`src/rtl/fetch_unit.sv`:
```
// Sequential instruction fetch with a DEPTH-entry prefetch queue,
// redirect flush and a sticky halt on misaligned redirect targets.
module fetch_unit #(
  parameter int unsigned     XLEN     = 32,
  parameter int unsigned     DEPTH    = 4,
  parameter logic [XLEN-1:0] RESET_PC = '0
) (
  input  logic            clk,
  input  logic            rst,
  input  logic            fetch_en,
  output logic            imem_req,
  output logic [XLEN-1:0] imem_addr,
  input  logic            imem_gnt,
  input  logic [XLEN-1:0] imem_rdata,
  output logic            instr_valid,
  input  logic            instr_ready,
  output logic [XLEN-1:0] instr_out,
  output logic [XLEN-1:0] instr_pc,
  input  logic            redirect_valid,
  input  logic [XLEN-1:0] redirect_pc,
  output logic            fetch_misaligned,
  output logic [XLEN-1:0] fault_pc
);

  localparam int unsigned   PW      = $clog2(DEPTH);
  localparam int unsigned   CW      = PW + 1;
  localparam logic [CW-1:0] DEPTH_C = CW'(DEPTH);

  typedef enum logic {
    FETCH = 1'b0,
    HALT  = 1'b1
  } state_e;

  state_e          state_q, state_d;
  logic [XLEN-1:0] pc_q, pc_d;
  logic [XLEN-1:0] tag_q, tag_d;
  logic [XLEN-1:0] fault_q, fault_d;
  logic            inflight_q, inflight_d;
  logic            mis_q, mis_d;
  logic [CW-1:0]   cnt_q, cnt_d;
  logic [PW-1:0]   head_q, head_d;
  logic [PW-1:0]   tail_q, tail_d;

  logic [XLEN-1:0] ins_mem_q [DEPTH];
  logic [XLEN-1:0] pc_mem_q  [DEPTH];

  logic req;
  logic grant;
  logic push;
  logic pop;
  logic valid;
  logic aligned;

  assign valid   = (cnt_q != '0);
  assign aligned = (redirect_pc[1:0] == 2'b00);

  // Credit check counts the in-flight response so the queue never overflows
  assign req = (state_q == FETCH) && fetch_en && !redirect_valid && !rst &&
               ((cnt_q + CW'(inflight_q)) < DEPTH_C);

  assign grant = req && imem_gnt;
  assign push  = inflight_q && !redirect_valid && !rst;
  assign pop   = valid && instr_ready && !redirect_valid;

  always_comb begin
    state_d    = state_q;
    pc_d       = pc_q;
    tag_d      = tag_q;
    fault_d    = fault_q;
    inflight_d = 1'b0;
    mis_d      = mis_q;
    cnt_d      = cnt_q;
    head_d     = head_q;
    tail_d     = tail_q;
    if (redirect_valid) begin
      pc_d   = redirect_pc;
      cnt_d  = '0;
      head_d = '0;
      tail_d = '0;
      if (aligned) begin
        state_d = FETCH;
        mis_d   = 1'b0;
      end else begin
        state_d = HALT;
        mis_d   = 1'b1;
        fault_d = redirect_pc;
      end
    end else begin
      if (grant) begin
        pc_d       = pc_q + XLEN'(4);
        tag_d      = pc_q;
        inflight_d = 1'b1;
      end
      if (push) tail_d = tail_q + PW'(1);
      if (pop)  head_d = head_q + PW'(1);
      cnt_d = cnt_q + CW'(push) - CW'(pop);
    end
  end

  always_ff @(posedge clk) begin
    if (rst) begin
      state_q    <= FETCH;
      pc_q       <= RESET_PC;
      tag_q      <= '0;
      fault_q    <= '0;
      inflight_q <= 1'b0;
      mis_q      <= 1'b0;
      cnt_q      <= '0;
      head_q     <= '0;
      tail_q     <= '0;
    end else begin
      state_q    <= state_d;
      pc_q       <= pc_d;
      tag_q      <= tag_d;
      fault_q    <= fault_d;
      inflight_q <= inflight_d;
      mis_q      <= mis_d;
      cnt_q      <= cnt_d;
      head_q     <= head_d;
      tail_q     <= tail_d;
    end
  end

  always_ff @(posedge clk) begin
    if (push) begin
      ins_mem_q[tail_q] <= imem_rdata;
      pc_mem_q[tail_q]  <= tag_q;
    end
  end

  assign imem_req         = req;
  assign imem_addr        = pc_q;
  assign instr_valid      = valid;
  assign instr_out        = valid ? ins_mem_q[head_q] : '0;
  assign instr_pc         = valid ? pc_mem_q[head_q] : '0;
  assign fetch_misaligned = mis_q;
  assign fault_pc         = fault_q;

endmodule

```
`config.mk`:
```
export PLATFORM = sky130hd
export DESIGN_NAME = fetch_unit
export DESIGN_NICKNAME = d
export VERILOG_FILES = /design/src/rtl/fetch_unit.sv
export SDC_FILE = /design/constraint.sdc
export NUM_CORES = 1
export LEC_CHECK = 0
export ABC_AREA = 1
export BUFFER_PORTS_ARGS = -buffer_cell sky130_fd_sc_hd__buf_2
export CAP_MARGIN = 20
export CORE_ASPECT_RATIO = 0.9
export CORE_MARGIN = 1
export CORE_UTILIZATION = 59
export DETAILED_ROUTE_END_ITERATION = 8
export GPL_TIMING_DRIVEN = 0
export PLACE_DENSITY = 0.8
export SLEW_MARGIN = 40
export SYNTH_ARGS = -nofsm -noshare
export SYNTH_HDL_FRONTEND = slang
export SYNTH_SLANG_ARGS = --single-unit
```
`constraint.sdc`:
```
create_clock -name clk -period 12.92 [get_ports clk]
set_input_delay 1.938 -clock clk [delete_from_list [all_inputs] [get_ports clk]]
set_output_delay 1.938 -clock clk [all_outputs]
set_load 0.02 [all_outputs]
```
==> results.sh <==
export IMPL_status="finished clean"
export IMPL_setup_violations=0
export IMPL_holdBufCountCts=0
export IMPL_core_sq_um=24500
export IMPL_synthCells=1511
export IMPL_yosysUniqueCellTypes=32
export IMPL_max_slew_margin=0.500
export IMPL_ioPinCount=201
export IMPL_grt_max_degree=19
export IMPL_dieArea_sq_um=25800
export IMPL_drv_slew=0
export IMPL_yosysMostFrequentCell="nor2_1"
export IMPL_end_kind="output port"
export IMPL_numCtsBuffers=37
export IMPL_cts_sinks=363
export IMPL_crit_family="buffers and inverters"
export IMPL_via_count=11719
export IMPL_antenna_found_initial=1
export IMPL_cpPeakStageDelay_ps=160
export IMPL_ys_ff_latch=363
export IMPL_syn_area_sq_um=14900
export IMPL_fin_tns_setup_ps=0
export IMPL_avgSynthCellArea_sq_um=9.84
export IMPL_drt_total_wl_microns=37900
export IMPL_ir_drop_mv=0.126
export IMPL_cpMostUsedCell="buf_2"
export IMPL_cp_slowest_cell="buf_2"
export IMPL_port_buffers=198
export IMPL_grt_overflow=0
export IMPL_clock_latency_ps=520
export IMPL_ys_seq_area_frac=0.661
export IMPL_nets=1842
export IMPL_root_buffer="clkbuf_16"
export IMPL_drt_iter0_drc=1031
export IMPL_fp_dieH_microns=153
export IMPL_synth_edf_count=256
export IMPL_cts_resized=0
export IMPL_rsz0062_at_grt="false"
export IMPL_cts_clk_slew_worst_paths_ps=60
export IMPL_postRouteAntennaNets=0
export IMPL_cp_start_kind="primary input"
export IMPL_drive_above_1_share=0.175
export IMPL_grt_pass1_vias=11328
export IMPL_grt_pass1_wl_microns=58300
export IMPL_finClkSkew_ps=15.1
export IMPL_crit_buf_inv=4
export IMPL_row_count=54
export IMPL_fin_ws_ps=8130
export IMPL_fill_cells=1745
export IMPL_drc=0
export IMPL_finalCritPeriodShare=0.371
export IMPL_dp_hpwl_microns=26100
export IMPL_finalHoldViolations=0
export IMPL_placedCellCount=2061
export IMPL_grt_usage=0.293
export IMPL_period_needed_ps=4790
export IMPL_leakage_nw=6.96
export IMPL_areaGrowthSynthToFinish_pct=20.1
export IMPL_gp_congestion=0.925
export IMPL_ys_flop_type="edfxtp_1"
export IMPL_maxCapViolCount=0
export IMPL_yosysWarnings=0
export IMPL_firstDrtPassIters=5
export IMPL_synth_area_top_cells="edfxtp_1, dfxtp_1, nor2_1, o21ai_0, nand2_1"
export IMPL_synth_commonest_cells="nor2_1, edfxtp_1, o21ai_0, nand2_1, a21oi_1"
export IMPL_cp_required_ps=10980
export IMPL_wl_per_cell_microns=17.8
export IMPL_syn_nets=1589
export IMPL_stdcell_count=2127
export IMPL_p_per_area_nw_per_um2=136
export IMPL_vias_per_cell=5.51
export IMPL_yosys_area_top_type="edfxtp_1"
export IMPL_fmax_mhz=209
export IMPL_crit_fanout=8
export IMPL_hp_class="flip-flop to flip-flop"
export IMPL_initial_core_util=0.608
export IMPL_pre_cts_ws_ps=8140
export IMPL_tightest_slew_ps=744
export IMPL_cts_tree="done"
export IMPL_async_flop_share=0
export IMPL_die_x_microns=169
export IMPL_cts_setup_buffers=0
export IMPL_netlist_area_leader_share=0.517
export IMPL_path_class="primary input to output port"
export IMPL_h_tree_depth=2
export IMPL_worstPathArrival_ps=2860
export IMPL_clockBufferDepth=3
export IMPL_worstPathCellList="buf_2, inv_4, nand2_4, nor2_4, and2_1, nand2_1, inv_1, buf_2"
-- flip-flops by register name (all words and copies together) (netlist names), named ones only --
register	flops
ins_mem_q	128
imem_addr	32
tail_q	2
fault_pc	32
pc_mem_q	128
fetch_misaligned	1
head_q	2
cnt_q	3
inflight_q	1
tag_q	32
-- stage by stage --
step	total power, mW	cell area [sq um]	util	hold WS [ps]
after floorplan	1.37	14900	-	436
after global placement	1.41	16300	0.666	453
after detailed placement	1.42	16700	0.681	468
after CTS	2.44	17900	0.730	482
after global routing	2.50	17900	0.730	492
final	2.43	17900	0.730	481
-- worst min-delay path: cells and delay by family (launching register included) --
kind	cells	cell delay (ps)
and+or+nand+nor	2	120
DFF	1	320
-- where the power goes --
| part | internal (mW) | switching (mW) |
|---|---|---|
| clock | 0.605 | 0.434 |
| sequential | 1.26 | 0.0191 |
| combinational | 0.0386 | 0.0760 |
| total | 1.90 | 0.530 |
-- placed cells by master (no fill, tap or decap), drive strengths merged, types with 2 or more instances in the layout --
master	instances
clkbuf	86
clkinv	15
nand2	188
nand3	56
a21oi	112
buf	256
dfxtp	107
ha	7
xor2	3
xnor2	5
bufinv	2
nand4	3
a31oi	4
o21ai	205
clkinvlp	2
inv	79
nor2	397
nand3b	2
edfxtp	256
-- area by class of cell --
class                   instances  area, sq um  share of cell area
well taps                     336          420              0.0235
clock buffers                  45         1020              0.0570
inverters                      78          298              0.0167
clock inverters                20          176             0.00988
repair buffers                214         1340              0.0752
multi-input cells             987         4400               0.246
diodes                          1         2.50            0.000140
flip-flops and latches        363         9830               0.550
plain buffers                  83          375              0.0210
-- cell families after synthesis --
group	Yosys count	synth area share
buffers and inverters	161	0.0453
xor gates and xnor gates	8	0.00471
adders and majority gates	8	0.00724
DFF	363	0.661
and+or+nand+nor	648	0.172
AOI/OAI and AO/OA	323	0.109
-- worst paths after layout --
kind | start | to | slack (ps) | cells after the start
worst max-delay path | redirect_valid | imem_req | 8130 | 8
worst min-delay path | fault_pc[24] | fault_pc[24] | 480 | 2
worst max register to register | cnt_q[1] | cnt_q[2] | 10440 | 10
worst min register to register | fault_pc[24] | fault_pc[24] | 480 | 2
-- routing by layer --
metal | up-vias | part of all wire | track usage
li1 | 5601 | - | -
met2 | 596 | 0.48 | 0.498
met5 | - | 0.00029 | 0
met1 | 5435 | 0.40 | 0.370
met4 | 2 | 0.033 | 0.115
met3 | 85 | 0.086 | 0.0571
(Power assumes the default switching activity.)
